$ cat src/rtl/phrase_writer.sv
// phrase_writer: turns console commands (write char, set cursor, clear) into
// single-cycle write strobes for the phrase character RAM, tracking a
// row/column text cursor with wrap-around.
// Optional feature macro: PHRASE_NEWLINE_EN (8'h0A moves the cursor to the
// start of the next row instead of being written).
module phrase_writer #(
    parameter int unsigned COLS  = 80,
    parameter int unsigned ROWS  = 60,
    parameter int unsigned COL_W = 7,
    parameter int unsigned ROW_W = 6
) (
    input  logic             clock,
    input  logic             reset,
    input  logic             cmd_valid,
    input  logic [1:0]       cmd_op,
    input  logic [12:0]      cmd_data,
    output logic             cmd_ready,
    output logic             enable_ram,
    output logic             write_enable,
    output logic [12:0]      address_wr,
    output logic [7:0]       data_in,
    output logic             busy,
    output logic [ROW_W-1:0] cursor_row,
    output logic [COL_W-1:0] cursor_col
);

    localparam int unsigned ADDR_W = 13;
    localparam logic [ADDR_W-1:0] LAST_ADDR = ADDR_W'(COLS * ROWS - 1);
    localparam logic [COL_W-1:0]  LAST_COL  = COL_W'(COLS - 1);
    localparam logic [ROW_W-1:0]  LAST_ROW  = ROW_W'(ROWS - 1);

    typedef enum logic [1:0] {
        OP_NOP   = 2'b00,
        OP_WRITE = 2'b01,
        OP_SET   = 2'b10,
        OP_CLEAR = 2'b11
    } op_e;

    typedef enum logic {
        S_IDLE,
        S_CLEAR
    } state_e;

    state_e            state, state_d;
    logic              we_d;
    logic [ADDR_W-1:0] addr_d;
    logic [7:0]        data_d;
    logic [ROW_W-1:0]  row_d;
    logic [COL_W-1:0]  col_d;
    logic [7:0]        fill_q, fill_d;
    logic [ADDR_W-1:0] clr_q, clr_d;

    logic              accept;
    logic [ADDR_W-1:0] cur_addr;
    logic [ROW_W-1:0]  row_inc;
    logic [ROW_W-1:0]  set_row;
    logic [COL_W-1:0]  set_col;

    assign cmd_ready = (state == S_IDLE) && !reset;
    assign busy      = (state == S_CLEAR);
    assign accept    = cmd_valid && cmd_ready;
    assign cur_addr  = ADDR_W'(cursor_row * COLS) + ADDR_W'(cursor_col);
    assign row_inc   = (cursor_row == LAST_ROW) ? '0 : cursor_row + 1'b1;
    assign set_row   = cmd_data[COL_W +: ROW_W];
    assign set_col   = cmd_data[COL_W-1:0];

    // Next-state and next-output decode for command handling and the clear sweep
    always_comb begin
        state_d = state;
        we_d    = 1'b0;
        addr_d  = address_wr;
        data_d  = data_in;
        row_d   = cursor_row;
        col_d   = cursor_col;
        fill_d  = fill_q;
        clr_d   = clr_q;
        case (state)
            S_IDLE: begin
                if (accept) begin
                    case (op_e'(cmd_op))
                        OP_WRITE: begin
`ifdef PHRASE_NEWLINE_EN
                            if (cmd_data[7:0] == 8'h0A) begin
                                col_d = '0;
                                row_d = row_inc;
                            end else begin
`else
                            begin
`endif
                                we_d   = 1'b1;
                                addr_d = cur_addr;
                                data_d = cmd_data[7:0];
                                if (cursor_col == LAST_COL) begin
                                    col_d = '0;
                                    row_d = row_inc;
                                end else begin
                                    col_d = cursor_col + 1'b1;
                                end
                            end
                        end
                        OP_SET: begin
                            if ((32'(set_row) < ROWS) && (32'(set_col) < COLS)) begin
                                row_d = set_row;
                                col_d = set_col;
                            end
                        end
                        OP_CLEAR: begin
                            // Address 0 is issued on the accepting edge; the
                            // sweep counter starts at 1.
                            fill_d  = cmd_data[7:0];
                            we_d    = 1'b1;
                            addr_d  = '0;
                            data_d  = cmd_data[7:0];
                            clr_d   = ADDR_W'(1);
                            state_d = S_CLEAR;
                        end
                        default: ;
                    endcase
                end
            end
            S_CLEAR: begin
                we_d   = 1'b1;
                addr_d = clr_q;
                data_d = fill_q;
                if (clr_q == LAST_ADDR) begin
                    state_d = S_IDLE;
                    row_d   = '0;
                    col_d   = '0;
                end else begin
                    clr_d = clr_q + 1'b1;
                end
            end
            default: state_d = S_IDLE;
        endcase
    end

    // State and registered outputs
    always_ff @(posedge clock or posedge reset) begin
        if (reset) begin
            state        <= S_IDLE;
            write_enable <= 1'b0;
            address_wr   <= '0;
            data_in      <= '0;
            cursor_row   <= '0;
            cursor_col   <= '0;
            fill_q       <= '0;
            clr_q        <= '0;
        end else begin
            state        <= state_d;
            write_enable <= we_d;
            address_wr   <= addr_d;
            data_in      <= data_d;
            cursor_row   <= row_d;
            cursor_col   <= col_d;
            fill_q       <= fill_d;
            clr_q        <= clr_d;
        end
    end

    // RAM enable comes up on the first edge after reset and stays on
    always_ff @(posedge clock or posedge reset) begin
        if (reset) begin
            enable_ram <= 1'b0;
        end else begin
            enable_ram <= 1'b1;
        end
    end

endmodule

$ cat config.mk
export PLATFORM = sky130hd
export DESIGN_NAME = phrase_writer
export DESIGN_NICKNAME = d
export VERILOG_FILES = /design/src/rtl/phrase_writer.sv
export SDC_FILE = /design/constraint.sdc
export NUM_CORES = 1
export LEC_CHECK = 0
export CORE_MARGIN = 5
export CORE_UTILIZATION = 30
export CTS_BUF_LIST = sky130_fd_sc_hd__clkbuf_4
export DETAILED_ROUTE_END_ITERATION = 12
export HOLD_SLACK_MARGIN = 0.08
export PLACE_DENSITY = 0.51
export SLEW_MARGIN = 10
export SYNTH_ARGS = -nofsm -noshare
export SYNTH_HDL_FRONTEND = slang
export SYNTH_SLANG_ARGS = --single-unit
$ cat constraint.sdc
create_clock -name clock -period 6 [get_ports clock]
set_input_delay 0.9 -clock clock [delete_from_list [all_inputs] [get_ports clock]]
set_output_delay 0.9 -clock clock [all_outputs]
set_load 0.01 [all_outputs]
# Word-level counts from Yosys, hierarchy flattened
# Index checks and enable logic that the tools add are counted.
totals:
  reg_bits: 58
  latch_bits: 0
  ramBits: 0
  romBits: 0
  in_bits: 18
  out_inout_bits: 38
  elab_cells: 73
  n_memories: 0
op_classes:
  n_addsub: 4
  multipliers: 1
  div: 0
  n_lt_le_gt_ge: 2
  n_eq_ne: 15
  n_shift: 0
  muxes: 30
  bitwise_logic: 1
  n_reduce_logical: 11
op_table:
  columns: ["cell", "n"]
  rows:
  - ["13-bit case mux with 2 select lines", 3]
  - ["13-bit two-way mux", 4]
  - ["6-bit two-way mux", 5]
  - ["7-bit two-way mux", 4]
  - ["7-bit case mux with 2 select lines", 2]
  - ["6-bit case mux with 2 select lines", 2]
  - ["8-bit two-way mux", 2]
  - ["8-bit case mux with 2 select lines", 1]
  - ["13-bit by 1-bit adder with 13-bit output (second input constant)", 1]
  - ["13-bit by 7-bit adder with 13-bit output", 1]
  - ["13-bit == test (second input constant)", 1]
  - ["6-bit by 3-bit multiplier with 9-bit output (second input constant)", 1]
  - ["7-bit by 1-bit adder with 7-bit output (second input constant)", 1]
  - ["7-bit == test (second input constant)", 1]
  - ["7-bit less-than comparator (second input constant)", 1]
  - ["6-bit by 1-bit adder with 6-bit output (second input constant)", 1]
  - ["6-bit == test (second input constant)", 1]
  - ["6-bit less-than comparator (second input constant)", 1]
  - ["2-bit != test (second input constant)", 3]
  - ["3-bit by 1-bit != test with 1-bit output (second input constant)", 2]
  - ["3-bit != test (second input constant)", 2]
  - ["3-bit AND reduction", 2]
  - ["1-bit two-way mux", 5]
  - ["5-bit AND reduction", 1]
  - ["10 further kinds", 16]

# Longest topological paths before layout
# Gate-level depths: netlist of the first run.
depth:
  ltp_word: 6
  mapped_depth: 8
  ltp_nobuf: 8

# Least setup slack after synthesis of the first run
# OpenSTA, ideal clock, no wires.
synth_timing:
  path_kind: "input-to-reg"
  start: "input port cmd_valid"
  end: "register cursor_row[0]"
  setup_ns: 0.125
  arrival_ns: 2.314
  t_required_ns: 5.875
  setup_slack_ns: 3.561
  path_stages: 6
  n_path_buf: 1
  path_cell_list: "nor3b_2 -> and2_1 -> clkbuf_1 -> or2_2 -> a22oi_2 -> mux2_2"
synth_between:
  elab_chain_cells: 3
synth_lines:
  columns: ["item", "line_no", "rtl"]
  rows:
  - ["start: declaration", "14", "input logic cmd_valid,"]
  - ["1-bit logical AND", "61", "assign accept = cmd_valid && cmd_ready;"]
  - ["2-bit != test (no source line)", null, null]
  - ["5-bit AND reduction (no source line)", null, null]
  - ["end signal: assignment", "153", "cursor_row <= row_d;"]
  - ["end: declaration", "23", "output logic [ROW_W-1:0] cursor_row,"]
# No other way between the ends.
# A chain may end at the register's enable or synchronous reset.

# Worst setup path in the final report of the first run
layout_timing:
  start: "register state (netlist: busy)"
  end: "output port busy"
layout_lines:
  columns: ["item", "line_no", "rtl"]
  rows:
  - ["start: declaration", "44", "state_e state, state_d;"]
  - ["start signal: assignment", "149", "state <= state_d;"]
  - ["end: declaration", "22", "output logic busy,"]
# No word-level cell between the ends.

==> results by stage, run 1 <==
Clock tree:
- The deepest clock path buffer count is 2.
- TritonCTS built the clock tree.
- Once the clock tree was built, the resizer swapped 0 gates to a different size.
- In this run, CTS created clock tree buffers numbering 9.
- The count of H-tree levels built during CTS is 3.
- Once the clock tree was built, the setup fixing pass inserted 0 buffers.
- The library cell used as clock root buffer is clkbuf_4.
- The count of clock tree sinks is between 50 and 60.
- The number of hold buffers added after CTS was 0.
- The clock slew seen by the registers of the worst setup and hold paths is roughly 0.10 ns.
- Clock latency on the worst-skew pair, taken at its later pin, is around 0.40 ns.

Synth:
- The most frequently used flop master after synthesis is dfrtp_1.
- The number of flops mapped to enable cells by yosys is 0.
- The post-synthesis cell count is between 300 and 400.
- The sequential element share of the synthesized area is 44.9%.
- The number of nets in the synthesized netlist is 363.
- The synthesized flop and latch total is 58.
- The number of distinct library cells after synthesis is between 40 and 50.
- In the synthesized netlist the async set-or-reset flop fraction comes to 100%.
- The area of the mapped netlist is around 3200 sq um.
- The post-synthesis average cell area is around 9.8 sq um.
- The Yosys step of the flow raised 0 warnings.

Die:
- In this run the vertical extent of the chip is about 110 um.
- The horizontal die dimension is 114 um.
- The initial cell density of the core is between 30% and 40%.
- The count of pins on the block boundary is 56.
- The area of the core is 10700 sq um.
- The floorplan row count is 38.
- The floorplan step defined a die boundary enclosing approximately 13000 sq um.

GRT:
- The all-layer global routing usage is about 13%.
- The via count of the first global-routing pass is 2617.
- The initial antenna violation count is 0.
- The first global-routing pass estimated between 10000 and 15000 um of wire.
- The pin count of the biggest net entering global routing is 59.
- Global routing finished with a remaining overflow of 0.

Timing:
- The final setup violation count is 0.
- The clock period minus worst slack is slightly below 3 ns.
- The final worst clock skew is approximately 0.013 ns.
- The hold violation count in the final report came to 0.
- The transition time of the tightest slew-check pin is roughly 0.88 ns.
- Headroom to the max-slew limit came out at between 40 and 50%.
- The number of pins exceeding their max-slew limit in the final report came to 0.
- The sum of negative setup slack is 0 ns.
- The ratio of final minimum period to clock period is approximately 50%.
- Setup repair after global routing left no endpoint under its margin.
- The achievable clock frequency is approximately 0.34 GHz.
- Setup slack closes at 3.02 ns.

Placed design:
- The post-placement cell count is between 500 and 600.
- The number of I/O port buffers is between 50 and 60.
- The congestion estimate from routability-driven global placement came to between 0.7 and 0.8.
- Detailed placement ended at an HPWL of approximately 6000 um.
- The setup slack after placement is approximately 2.8 ns.

Power and ir drop:
- The analysis attributes to cell leakage a power of approximately 1.7 nW.
- The power density of the placed cells is just over 400 nW/um^2.
- The post-route total power is about 1.7 mW.
- Across the VDD grid, the largest voltage drop is ~0.17 mV.

Route:
- After detailed routing, the average wire length per cell comes to 15.6 um.
- The via density per instance is about 4.9.
- For this run, the detailed router's first-pass iteration total came to 4.
- The final route contains roughly 2600 vias.
- The remaining routing DRC violations is 0.
- The wire length after detailed routing is roughly 8000 um.
- Once detail routing completed, the nets flagged for antenna violations numbered 0.
- The starting DRC count in detailed routing is ~140.

Job:
- The reported max-cap violation count is 0.

Cells and area:
- The net count of the finished layout is ~420.
- The proportion of layout cells with a drive suffix above 1 is around a tenth.
- The number of antenna diodes is 0.
- The final cell count without fillers is 528.
- The signed area change from the synthesized netlist to the final layout is 26.0%.
- The commonest non-fill, non-tap cell in the layout is dfrtp_1.
- Leaving out fill and tap cells, the most frequent cells in the layout are dfrtp_1 (57), clkdlybuf4s50_1 (55), nand2_1 (39), nor2_1 (31), o21ai_0 (19).

Setup path:
- Data on the critical path is required at its endpoint by between 5 and 6 ns.
- The critical path is of the reg2out type.
- The critical path launch point type is a flop.
- The largest fanout of any net on the critical path is 32.
- For the worst setup path, the data arrival time is around 2.1 ns.
- The element type at the critical path end is an output pin.

Run status:
- The run finished with clean final reports.

Worst hold path:
- The path class of the tightest hold or removal check is reg2reg.
==> logic make-up (layout without fill, tap and decap cells) <==
| group | count (synthesis) | count (layout) | synth area share, % |
|---|---|---|---|
| AO/OA/AOI/OAI | 62 | 62 | 13.9 |
| XOR/XNOR | 23 | 23 | 6.23 |
| AND/OR/NAND/NOR | 124 | 124 | 18.3 |
| flip-flops | 58 | 58 | 44.9 |
| adder cells (fa/ha/maj) | 16 | 16 | 6.65 |
| other | 1 | 1 | 0.116 |
| buffers and inverters | 24 | 83 | 2.94 |
| multiplexers | 21 | 21 | 7.00 |
==> worst max-delay path, stage by stage (launching register included) <==
cell and delay [ns]:
dfrtp_2 0.63, buf_4 0.43, clkdlybuf4s50_1 0.62
==> registers in the layout, summed over array words and instances (netlist names) <==
name          cells
address_wr       13
clr_q            13
data_in           8
fill_q            8
cursor_col        7
cursor_row        6
busy              1
enable_ram        1
write_enable      1
==> area by class of cell <==
class	instances	area, sq um
repair buffers	57	566
multi-input cells	247	1690
clock inverters	6	81.3
clock buffers	10	75.1
fillers	1064	6620
inverters	10	37.5
flip-flops and latches	58	1450
well taps	140	175
==> power breakdown <==
part	switching [mW]	total (mW)	internal [mW]
sequential	0.158	0.696	0.538
combinational	0.292	0.644	0.352
clock	0.147	0.318	0.171
total	0.596	1.66	1.06
==> path summary, 6_finish.rpt <==
check | from | depth (start not counted) | endpoint | slack, ns
worst max register to register | cursor_row[1] | 8 | address_wr[11] | 3.40
worst min-delay path | fill_q[5] | 2 | data_in[5] | 0.48
min in group asynchronous | reset | 3 | cursor_row[3] | 1.10
worst min register to register | fill_q[5] | 2 | data_in[5] | 0.48
max in group asynchronous | reset | 3 | busy | 4.35
worst max-delay path | busy | 2 | busy | 3.02
==> metal layers <==
layer / GRT usage, % / share of wire, % / vias up
met5: 0 / 0 / -
met4: 4.67 / 1.3 / 0
met3: 3.24 / 3.9 / 11
met2: 21.4 / 47 / 46
met1: 17.9 / 47 / 1230
li1: - / - / 1284
==> cells in the mapped netlist (all sizes together) (2+ instances only) <==
| library cell | count | area (sq um) |
|---|---|---|
| and3 | 4 | 25.0 |
| xor2 | 8 | 70.1 |
| nand3 | 13 | 65.1 |
| ha | 14 | 175 |
| o211ai | 3 | 22.5 |
| or3 | 4 | 25.0 |
| a21o | 2 | 15.0 |
| nor3 | 9 | 45.0 |
| mux2 | 13 | 146 |
| o221ai | 3 | 26.3 |
| xnor2 | 15 | 131 |
| nor2b | 6 | 37.5 |
| dfrtp | 58 | 1450 |
| nor4 | 2 | 12.5 |
| o31ai | 2 | 20.0 |
| buf | 3 | 16.3 |
| a21oi | 13 | 65.1 |
| mux2i | 8 | 80.1 |
| nor2 | 31 | 116 |
| clkbuf | 11 | 41.3 |
| nand4 | 5 | 31.3 |
| fa | 2 | 40.0 |
| a22oi | 4 | 35.0 |
| or2 | 3 | 18.8 |
| inv | 10 | 37.5 |
| o21ai | 20 | 100 |
| nand2 | 39 | 146 |
| a221o | 9 | 90.1 |
==> through the flow <==
stage / instance area [sq um] / utilization, % / hold WS (ns)
after floorplan: 3240 / - / 0.446
after global placement: 3920 / 36.6 / 0.466
after detailed placement: 3920 / 36.6 / 0.467
after CTS: 4080 / 38.1 / 0.487
after global routing: 4080 / 38.1 / 0.521
final: 4080 / 38.1 / 0.479
No activity file was read; power rests on OpenSTA's default activity.
==> run 2: changes to the inputs <==
- clock period: 6 -> 2.8 ns (I/O delays scaled with it)
==> run 2 against run 1 <==
  * Non-clock buffer count increased by 9
  * First-iteration DRC count decreased by 6.7%
  * Die area unchanged
  * Worst hold slack got worse by 0.053 ns
  * Worst setup slack got worse by 2.7 ns
  * Clock-buffer cell count unchanged
  * Sequential share of layout area decreased by 0.69 points
  * Total power increased by 120%
  * Critical path type is now reg2reg
  * Largest cell class unchanged
  * Highest routed layer unchanged
==> results by stage, run 2 (synthesis gave the netlist of run 1 again) <==
Timing:
- RSZ-0062 raised after global routing: no (unchanged).
- The routed design could run at a clock period as short as between 2 and 2.5 ns.
- The final critical path takes up 88.8% of the cycle.
- The post-layout worst setup margin came to 0.313 ns (was 3.02 ns).
- The sum of negative setup slack is 0 ns (unchanged).
- The remaining max-slew budget at the tightest pin was 60.0% (was 41.3%).
- The hold violation count in the final report is 0 (unchanged).
- The number of pins exceeding their max-slew limit in the final report is 0 (unchanged).
- The final hold slack is 0.426 ns (was 0.479 ns).
- The achievable clock frequency is slightly above 0.4 GHz.
- The transition time of the tightest slew-check pin came to 0.596 ns (was 0.881 ns).
- The final worst clock skew is 0.0134 ns (was 0.0133 ns).
- The final setup violation count is 0 (unchanged).

Clock tree:
- The clock insertion delay at the later pin of the skew report is 0.40 ns (about the same).
- The library cell used as clock root buffer is clkbuf_4 (unchanged).
- The quantity of gates resized following cts is 0 (unchanged).
- The count of H-tree levels built during CTS is 3 (unchanged).
- The deepest clock path buffer count is 2 (unchanged).
- The buffers inserted during post-CTS setup optimization is 0 (unchanged).
- The count of clock tree sinks was 58 (unchanged).
- The number of hold buffers added after cts is 0 (unchanged).
- The clock tree from TritonCTS is done (unchanged).
- The clock slew seen by the registers of the worst setup and hold paths is 0.11 ns (was 0.10 ns).
- The number of buffers added by the clock tree synthesis step is 9 (unchanged).

Job:
- The reported max-cap violation count was 0 (unchanged).

Route:
- The remaining antenna violation count after routing is 0 (unchanged).
- The number of vias in the routed layout is 2642 (was 2571).
- The routed wirelength normalized by instance count was 15.6 um (about the same).
- The number of iterations in the first detailed-routing pass came to 4 (unchanged).
- The starting DRC count in detailed routing came to 126 (was 135).
- The remaining routing DRC violations is 0 (unchanged).
- The via density per instance is 4.92 (was 4.87).
- The wire length after detailed routing came to 8350 um (was 8230 um).

Placed design:
- The half-perimeter wire length after placement was 6180 um (was 5980 um).
- The weighted congestion reported at the end of routability-driven placement came to 0.800 (was 0.763).
- The instance area after placement is 4000 sq um (was 3920 sq um).
- The number of I/O port buffers came to 55 (unchanged).
- The post-placement cell count is 521 (was 512).
- The setup slack after placement was 0.276 ns (was 2.78 ns).

Setup path:
- The data arrival time of the worst path is 2.77 ns (was 2.08 ns).
- The endpoint required time on the critical path is 3.08 ns (was 5.10 ns).
- The type of the worst setup path is reg2reg (was reg2out).
- The element type at the critical path end is a flop (was output pin).
- The largest fanout of any net on the critical path is 7 (was 32).
- The critical path launch point type is a flop (unchanged).

Cells and area:
- The post-route standard cell area excluding fillers is 4160 sq um (was 4080 sq um).
- The fill cell instance count of the final layout came to 1077 (was 1064).
- Commonest cells after routing, fill and taps aside: dfrtp_1 (57), clkdlybuf4s50_1 (55), nand2_1 (39), nor2_1 (31), o21ai_0 (19) (unchanged).
- Registers with the most flip-flops: address_wr: 13 flops, clr_q: 13 flops (unchanged).
- The number of antenna diodes is 0 (unchanged).
- The proportion of layout cells with a drive suffix above 1 is 12.1% (was 10.3%).
- The signed area change from the synthesized netlist to the final layout was 28.5% (was 26.0%).
- The core utilization of the finished layout is 38.9% (was 38.1%).
- The net count of the finished layout is 426 (was 417).
- The commonest non-fill, non-tap cell in the layout is dfrtp_1 (unchanged).
- The final cell count without fillers is 537 (was 528).

Power and ir drop:
- The power density of the placed cells was 867 nW/um^2 (was 407 nW/um^2).
- The leakage power of the design was 1.79 nW (was 1.74 nW).
- The largest voltage drop on the vdd net is 0.372 mV (was 0.174 mV).
- The share of power burned in combinational logic is 40.0% (was 38.8%).
- The sequential fraction of design power is 40.6% (was 42.0%).
- The portion of total power attributed to the clock network was 19.4% (was 19.2%).
- The switching share of power was 36.1% (was 36.0%).
- The post-route total power came to 3.60 mW (was 1.66 mW).
- The net switching power is 1.30 mW (was 0.596 mW).
- The internal portion of total power is 2.30 mW (was 1.06 mW).

GRT:
- The pin count of the biggest net entering global routing came to 42 (was 59).
- The all-layer global routing usage is 14.1% (was 13.4%).
- The initial antenna violation count is 0 (unchanged).
- The via count of the first global-routing pass came to 2812 (was 2617).
- The wire length of the first global-routing pass is 14500 um (was 13700 um).
- The final global-route overflow total is 0 (unchanged).

Die:
- The floorplan row count is 38 (unchanged).
- The horizontal die dimension is 114 um (unchanged).
- The die span in y is 114 um (unchanged).
- The area of the core is 10700 sq um (unchanged).
- The initial cell density of the core came to 30.2% (unchanged).
- The overall die area came to 13000 sq um (unchanged).
- The count of pins on the block boundary is 56 (unchanged).

Run status:
- Run status: completed (unchanged).

Worst hold path:
- The type of the most critical hold path is in2async (was reg2reg).
-- run 2: power by group through the flow --
stage / Sequential, mW / Combinational (mW) / Clock [mW]
after floorplan: 1.49 / 0.758 / 0
after global placement: 1.48 / 1.45 / 0
after detailed placement: 1.49 / 1.46 / 0
after CTS: 1.47 / 1.47 / 0.718
after global routing: 1.53 / 1.61 / 0.752
final: 1.46 / 1.44 / 0.701
-- run 2: critical path: stages, from the launching register on --
cell	delay [ns]
dfrtp_1	0.47
ha_1	0.33
ha_1	0.22
fa_1	0.40
xor2_1	0.21
nand3_1	0.13
nor4_1	0.33
xnor2_1	0.16
o221ai_1	0.12
-- run 2: path summary, 6_finish.rpt --
| kind | slack [ns] | start | endpoint | cells after the start |
|---|---|---|---|---|
| min in group clock | 0.49 | fill_q[7] | data_in[7] | 2 |
| hold reg to reg | 0.49 | fill_q[7] | data_in[7] | 2 |
| hold / removal | 0.43 | reset | cursor_row[3] | 2 |
| setup reg to reg | 0.31 | cursor_row[1] | address_wr[11] | 8 |
| setup / recovery | 0.31 | cursor_row[1] | address_wr[11] | 8 |
| max in group asynchronous | 1.80 | reset | clr_q[12] | 3 |
-- run 2: per-layer routing --
metal | vias to the layer above | global-route usage, % | share of wire, %
li1 | 1301 | - | -
met1 | 1293 | 19.0 | 48
met2 | 41 | 22.6 | 48
met3 | 7 | 2.76 | 3.1
met4 | 0 | 4.99 | 0.98
met5 | - | 0 | 0
-- run 2: cell type report --
| type | count | area (sq um) | area share [%] |
|---|---|---|---|
| timing repair buffer | 66 | 646 | 15.5 |
| clock buffer | 10 | 75.1 | 1.81 |
| multi-input combinational | 247 | 1690 | 40.6 |
| tap | 140 | 175 | 4.21 |
| inverter | 10 | 37.5 | 0.903 |
| sequential | 58 | 1450 | 34.9 |
| clock inverter | 6 | 81.3 | 1.96 |
